--- src/rtl/ccff_chain_loader.sv ---
// Drives the head of a tile's CCFF configuration chain. Bitstream words are shifted in MSB-first.
// An optional rotate pass then restores the chain and checks its parity against the loaded bits.
module ccff_chain_loader #(
    parameter int CHAIN_LEN = 36,
    parameter int WORD_W    = 8,
    parameter int VERIFY_EN = 1
) (
    input  logic              prog_clk,
    input  logic              pReset,
    input  logic              start,
    input  logic [WORD_W-1:0] bs_data,
    input  logic              bs_valid,
    output logic              bs_ready,
    output logic              ccff_head,
    output logic              prog_clk_en,
    input  logic              ccff_tail,
    output logic              busy,
    output logic              done,
    output logic              cfg_err
);

    localparam int CNT_W = $clog2(CHAIN_LEN + 1);
    localparam int IDX_W = (WORD_W > 1) ? $clog2(WORD_W) : 1;
    localparam logic [CNT_W-1:0] LAST_CNT = CNT_W'(CHAIN_LEN - 1);
    localparam logic [IDX_W-1:0] LAST_IDX = IDX_W'(WORD_W - 1);

    typedef enum logic [2:0] {
        ST_IDLE   = 3'd0,
        ST_FETCH  = 3'd1,
        ST_SHIFT  = 3'd2,
        ST_VERIFY = 3'd3,
        ST_DONE   = 3'd4
    } state_t;

    state_t            state_r;
    state_t            state_nxt_s;
    logic [WORD_W-1:0] shreg_r;
    logic [CNT_W-1:0]  bit_cnt_r;
    logic [CNT_W-1:0]  vcnt_r;
    logic [IDX_W-1:0]  bit_idx_r;
    logic              load_par_r;
    logic              rd_par_r;
    logic              cfg_err_r;
    logic              done_r;
    logic              bs_ready_r;
    logic              prog_clk_en_r;
    logic              busy_r;
    logic              ccff_head_s;
    logic              take_word_s;

    function automatic logic par_step(input logic par, input logic bit_in);
        return par ^ bit_in;
    endfunction

    assign take_word_s = bs_valid & bs_ready_r;

    // Next-state decode for the load/verify sequencer
    always_comb begin
        state_nxt_s = state_r;
        case (state_r)
            ST_IDLE: begin
                if (start) state_nxt_s = ST_FETCH;
                else       state_nxt_s = ST_IDLE;
            end
            ST_FETCH: begin
                if (take_word_s) state_nxt_s = ST_SHIFT;
                else             state_nxt_s = ST_FETCH;
            end
            ST_SHIFT: begin
                // Chain full wins over end-of-word; leftover bits of the last word are dropped
                if (bit_cnt_r == LAST_CNT) begin
                    if (VERIFY_EN != 0) state_nxt_s = ST_VERIFY;
                    else                state_nxt_s = ST_DONE;
                end else if (bit_idx_r == LAST_IDX) begin
                    state_nxt_s = ST_FETCH;
                end else begin
                    state_nxt_s = ST_SHIFT;
                end
            end
            ST_VERIFY: begin
                if (vcnt_r == LAST_CNT) state_nxt_s = ST_DONE;
                else                    state_nxt_s = ST_VERIFY;
            end
            ST_DONE: begin
                if (start) state_nxt_s = ST_FETCH;
                else       state_nxt_s = ST_DONE;
            end
            default: state_nxt_s = ST_IDLE;
        endcase
    end

    // Chain head select: tail loops back while verifying, shift register MSB while loading
    always_comb begin
        ccff_head_s = 1'b0;
        if (state_r == ST_VERIFY) begin
            ccff_head_s = ccff_tail;
        end else if (state_r == ST_SHIFT) begin
            ccff_head_s = shreg_r[WORD_W-1];
        end else begin
            ccff_head_s = 1'b0;
        end
    end

    // State, datapath and registered status outputs
    always_ff @(posedge prog_clk) begin
        if (!pReset) begin
            state_r       <= ST_IDLE;
            shreg_r       <= {WORD_W{1'b0}};
            bit_cnt_r     <= {CNT_W{1'b0}};
            vcnt_r        <= {CNT_W{1'b0}};
            bit_idx_r     <= {IDX_W{1'b0}};
            load_par_r    <= 1'b0;
            rd_par_r      <= 1'b0;
            cfg_err_r     <= 1'b0;
            done_r        <= 1'b0;
            bs_ready_r    <= 1'b0;
            prog_clk_en_r <= 1'b0;
            busy_r        <= 1'b0;
        end else begin
            state_r       <= state_nxt_s;
            bs_ready_r    <= (state_nxt_s == ST_FETCH);
            prog_clk_en_r <= (state_nxt_s == ST_SHIFT) || (state_nxt_s == ST_VERIFY);
            busy_r        <= (state_nxt_s == ST_FETCH) || (state_nxt_s == ST_SHIFT) ||
                             (state_nxt_s == ST_VERIFY);
            done_r        <= (state_nxt_s == ST_DONE);
            case (state_r)
                ST_IDLE, ST_DONE: begin
                    if (start) begin
                        bit_cnt_r  <= {CNT_W{1'b0}};
                        vcnt_r     <= {CNT_W{1'b0}};
                        bit_idx_r  <= {IDX_W{1'b0}};
                        load_par_r <= 1'b0;
                        rd_par_r   <= 1'b0;
                        cfg_err_r  <= 1'b0;
                    end
                end
                ST_FETCH: begin
                    if (take_word_s) begin
                        shreg_r   <= bs_data;
                        bit_idx_r <= {IDX_W{1'b0}};
                    end
                end
                ST_SHIFT: begin
                    shreg_r    <= {shreg_r[WORD_W-2:0], 1'b0};
                    load_par_r <= par_step(load_par_r, shreg_r[WORD_W-1]);
                    bit_cnt_r  <= bit_cnt_r + CNT_W'(1);
                    bit_idx_r  <= bit_idx_r + IDX_W'(1);
                    if (bit_cnt_r == LAST_CNT) vcnt_r <= {CNT_W{1'b0}};
                end
                ST_VERIFY: begin
                    rd_par_r <= par_step(rd_par_r, ccff_tail);
                    vcnt_r   <= vcnt_r + CNT_W'(1);
                    if (vcnt_r == LAST_CNT) begin
                        cfg_err_r <= (par_step(rd_par_r, ccff_tail) != load_par_r);
                    end
                end
                default: begin
                    shreg_r <= shreg_r;
                end
            endcase
        end
    end

    assign bs_ready    = bs_ready_r;
    assign prog_clk_en = prog_clk_en_r;
    assign busy        = busy_r;
    assign done        = done_r;
    assign cfg_err     = cfg_err_r;
    assign ccff_head   = ccff_head_s;

endmodule

--- config.mk ---
export PLATFORM = sky130hd
export DESIGN_NAME = ccff_chain_loader
export DESIGN_NICKNAME = d
export VERILOG_FILES = /design/src/rtl/ccff_chain_loader.sv
export SDC_FILE = /design/constraint.sdc
export NUM_CORES = 1
export LEC_CHECK = 0
export ABC_AREA = 1
export CAP_MARGIN = 40
export CORE_ASPECT_RATIO = 1.1
export CORE_UTILIZATION = 30
export DETAILED_ROUTE_END_ITERATION = 12
export SETUP_SLACK_MARGIN = 0.3
export SYNTH_ARGS = -nofsm -noshare
export SYNTH_HDL_FRONTEND = slang
export SYNTH_SLANG_ARGS = --single-unit
export TNS_END_PERCENT = 50
--- constraint.sdc ---
create_clock -name prog_clk -period 3.9 [get_ports prog_clk]
set_input_delay 0.78 -clock prog_clk [delete_from_list [all_inputs] [get_ports prog_clk]]
set_output_delay 0.78 -clock prog_clk [all_outputs]
set_load 0.03 [all_outputs]
=== After elaboration in Yosys (flattened, before gate mapping) ===
Cells that the tools add are included.

* Add/sub/neg operators: 3
* Bitwise operators: 3
* Eq/ne operators: 16
* Multiplexer cells: 23
* Reduce and logical (&&, ||, !) cells: 16

{| class="wikitable"
|+ Operator list
! kind !! count
|-
| $pmux W6 S3 || 1
|-
| $pmux W8 S2 || 1
|-
| $pmux W3 S5 || 1
|-
| $add A6 B1 Y6 const B || 2
|-
| $eq A3 B2 Y1 const B || 4
|-
| $eq A6 B6 Y1 const B || 2
|-
| $mux W3 || 4
|-
| $mux W6 || 2
|-
| $pmux W6 S2 || 1
|-
| $eq A3 B3 Y1 const B || 3
|-
| $pmux W3 S3 || 1
|-
| $reduce_and A3 Y1 || 3
|-
| $mux W8 || 1
|-
| $eq A3 B1 Y1 const B || 2
|-
| $mux W2 || 3
|-
| $pmux W1 S2 || 3
|-
| $reduce_and A2 Y1 || 3
|-
| $reduce_bool A2 Y1 || 3
|-
| $reduce_bool A3 Y1 || 2
|-
| $mux W1 || 5
|-
| $ne A2 B1 Y1 const B || 2
|-
| $ne A2 B2 Y1 const B || 2
|-
| $add A3 B1 Y3 const B || 1
|-
| $logic_not A3 Y1 || 1
|-
| 5 further kinds || 8
|}

* Input port bits: 13
* Bits in registers: 33
* Word-level logic and storage cells: 73

=== Depth between registers and ports, before layout ===
* Word-level depth: 7
* Gate-level depth with buffers: 8

=== Worst setup path after synthesis ===
OpenSTA, ideal clock, no wires.

* Path type: reg-to-output
* Start point: reg state_r[2]
* End point: out ccff_head
* Arrival: 1.390 ns
* Stages on the path, launching flop included: 5
* Required time: 3.120 ns
* Path slack: 1.730 ns
* Cells stage by stage: dfxtp_1 inv_1 nand3_4 buf_2 o21ai_0

* Longest elaborated chain between the ends: 3

{| class="wikitable"
|+ RTL lines
! element !! line !! source
|-
| start, declared || 35 || <nowiki>state_t state_r;</nowiki>
|-
| start signal, assigned || 120 || <nowiki>state_r <= state_nxt_s;</nowiki>
|-
| $eq A3 B2 Y1 || 97 || <nowiki>end else if (state_r == ST_SHIFT) begin</nowiki>
|-
| $mux W1 || 97 ||
|-
| $mux W1 * || 95 || <nowiki>if (state_r == ST_VERIFY) begin</nowiki>
|-
| end, declared || 14 || <nowiki>output logic ccff_head,</nowiki>
|}

Mark *: on every way between the ends. The rest lies on a longest branch, timed or not.

=== Worst setup path in the final report ===
* Start point: in ccff_tail
* End point: out ccff_head

* Longest elaborated chain between the ends: 1

{| class="wikitable"
|+ RTL lines
! element !! line !! source
|-
| start, declared || 16 || <nowiki>input logic ccff_tail,</nowiki>
|-
| $mux W1 || 95 ||
|}

No other way between the ends.

==> flow_summary_export.csv <==
group,metric,value,unit
worst_setup_path,worst_path_max_delay_cell,"clkdlybuf4s50_1",
yosys,mappedNetlistNets,251,
clock_tree,worst_skew_pair.late_latency,280,ps
worst_setup_path,stages_on_the_worst_setup_path,4,
yosys,ys_warn_count,0,
clock_tree,cts_resized,0,
job,drv.max_cap_violation_count,0,
sta,setup-tns-final,0,ps
run_status,status,"finished clean",
power_and_ir_drop,power_leakage,0.000790,uW
worst_setup_path,r2r.worst_path.cells,7,
routing,routedWlPerCell,9.68,um
finish,stdcell_area,1910,sq um
grt,met1_use_gr,14.1,%
sta,drv_slew,0,
floorplan,core_area,5100,sq um
placement,finalWeightedCongestion,0.778,
grt,grt_use_total,12.4,%
grt,pin_count_of_the_biggest_net_entering_global_routing,25,
placement,placedInstanceArea,1840,sq um
floorplan,die-height,78.9,um
clock_tree,cts_post_setup_buffers_inserted,0,
clock_tree,numCtsBuffers,5,
worst_setup_path,worstPathCellList,"clkdlybuf4s50_1 -> nand2_1 -> o21ai_0 -> clkdlybuf4s50_1",
sta,rsz0062_at_grt,"false",
floorplan,die_w,71.9,um
yosys,postSynthRegisterBits,33,
worst_setup_path,critPathMostFrequentCell,"clkdlybuf4s50_1",
sta,fmax,0.343,GHz
sta,fin_worst_skew,7.65,ps
sta,worstMarginPinSlew,540,ps
worst_setup_path,cp.arrival,2140,ps
min_path,worstHoldPathCells,2,
yosys,postSynthAreaPerCell,6.90,sq um
clock_tree,clk_path_buf_depth,2,
worst_setup_path,crit_path_max_incr_delay,700,ps
worst_setup_path,crit_path_required_time,3120,ps
min_path,timing.hold.worst.class,"reg2reg",
grt,grt_overflow,0,
routing,antenna_violating_nets_post_route,0,
power_and_ir_drop,vdd_drop_max,208,uV
clock_tree,numClockSinks,33,
grt,antenna_violations_before_repair,0,
sta,finalSetupViolations,0,
yosys,synthFlopType,"dfxtp_1",
grt,first_pass_grt_wire_length,5.57,mm
placement,number_of_cells_after_detailed_placement,317,
yosys,post_synth_inst_count,234,
placement,post-dp-hpwl,2.27,mm
yosys,synth-seq-area-share,40.9,%
clock_tree,clockRootBuffer,"clkbuf_8",
floorplan,floorplan.initialDensity,31.6,%
grt,grt.met2_usage,22.0,%
floorplan,io_pins,19,
clock_tree,tritoncts,"yes",
routing,detail_route.first_pass.iterations,4,
finish,post_route_cells_drive_above_1_share,7.97,%
yosys,post_synth_instance_area,1610,sq um
floorplan,placementRows,27,
placement,portBuffers,18,
sta,fin_ws,984,ps
yosys,edff_count_synth,0,
worst_setup_path,crit_buf_inv,2,
power_and_ir_drop,power-per-cell-area,353,nW/um^2
clock_tree,cts.hold.buffers_added,0,
worst_setup_path,critical_path_class,"in2out",
grt,grt_pass1_vias,1319,
grt,gr-max-usage-layer,"met2",
yosys,yosysUniqueCellTypes,24,
sta,final_hold_viol_count,0,
finish,finish.cell_count_without_fillers,323,
sta,slew-limit-headroom,64.0,%
sta,layout_min_cycle_time,2920,ps
worst_setup_path,launching_element_type_of_the_critical_path,"primary input",
grt,groute.layer.met3.usage,3.81,%
yosys,postSynth.asyncResetShare,0,%
routing,detailroute.via_count,1431,
clock_tree,clkTransAtPathRegs,60,ps
worst_setup_path,critical_path.endpoint_type,"primary output",
routing,drtIter0Drc,30,
routing,post_drt_via_cell_ratio,4.43,
placement,preCtsSetupSlack,984,ps
routing,routed_wl,3.13,mm
finish,nets,269,
worst_setup_path,timing.critical_path.max_delay_family,"buffers and inverters",
sta,hold-worst-slack,462,ps
floorplan,die-area,5680,sq um
finish,flow.area_growth_from_synthesis,18.3,%
finish,antennaDiodeCount,0,
clock_tree,cts_h_tree_lvls,2,
routing,drcViolationCount,0,
worst_setup_path,worstPathMaxFanout,3,
sta,final_clock_period_utilization_by_the_worst_path,74.8,%
-- registers in the layout, indices dropped and copies added, names as in the netlist --
signal,count
load_par_r,1
cfg_err,1
bit_idx_r,3
rd_par_r,1
prog_clk_en,1
shreg_r,8
state_r,3
busy,1
vcnt_r,6
bit_cnt_r,6
bs_ready,1
done,1
-- worst paths after layout --
path | from | end | slack (ps)
worst max-delay path | ccff_tail | ccff_head | 980
worst min-delay path | shreg_r[0] | shreg_r[0] | 460
worst max register to register | state_r[2] | bs_ready | 2310
worst min register to register | shreg_r[0] | shreg_r[0] | 460
-- layout make-up --
cell class	instances	area (sq um)
clock inverters	1	5.00
multi-input cells	169	808
fillers	561	3190
flip-flops and latches	33	661
repair buffers	18	180
well taps	72	90.1
inverters	25	96.3
clock buffers	5	68.8
-- through the flow --
stage                     utilization, %  total power, uW
final                               37.4              673
after global routing                37.4              711
after CTS                           37.4              685
after detailed placement            36.0              449
after global placement              36.0              449
after floorplan                        -              419
-- cell usage after synthesis, types with 3 or more instances --
cell	instances	area [sq um]
a21oi_1	20	100
nand2_1	75	282
nor2_1	20	75.1
dfxtp_1	33	661
inv_1	21	78.8
nand4_1	3	18.8
nor3_1	8	40.0
ha_1	4	50.1
nand3_2	3	30.0
buf_2	3	15.0
o21ai_0	13	65.1
inv_2	3	11.3
nor2_2	4	25.0
nand3_1	11	55.1
-- logic make-up (layout without fill, tap and decap cells) --
family                     Yosys count  after routing  synth area share (%)
xor gates and xnor gates             1              1                 0.543
and+or+nand+nor                    127            127                  34.4
adders and majority gates            4              4                  3.10
buffers and inverters               32             49                  8.99
AOI/OAI and AO/OA                   37             37                  12.0
DFF                                 33             33                  40.9
-- worst min-delay path: cells and delay by family (launching register included) --
family,cells,cell delay (ps)
and+or+nand+nor,1,60
DFF,1,310
AOI/OAI and AO/OA,1,50
-- cells in the final DEF, fill, tap and decap left out, types with 3 or more instances in the layout --
cell type,count
nor2_2,4
nand3_1,11
nand4_1,3
nand3_2,3
a21oi_1,20
nor3_1,8
ha_1,4
o21ai_0,13
inv_2,3
clkbuf_8,5
nand2_1,75
dfxtp_1,33
inv_1,21
clkdlybuf4s50_1,18
nor2_1,20
-- power breakdown --
group | switching [uW] | internal, uW
Combinational | 50.6 | 35.3
Clock | 115 | 117
Sequential | 6.09 | 349
Total | 172 | 501
-- layer usage --
layer / vias to the layer above / part of all wire (%)
li1: 780 / -
met1: 625 / 48
met2: 20 / 47
met3: 6 / 3.1
met4: 0 / 1.5
met5: - / 0
(Power assumes the default switching activity.)
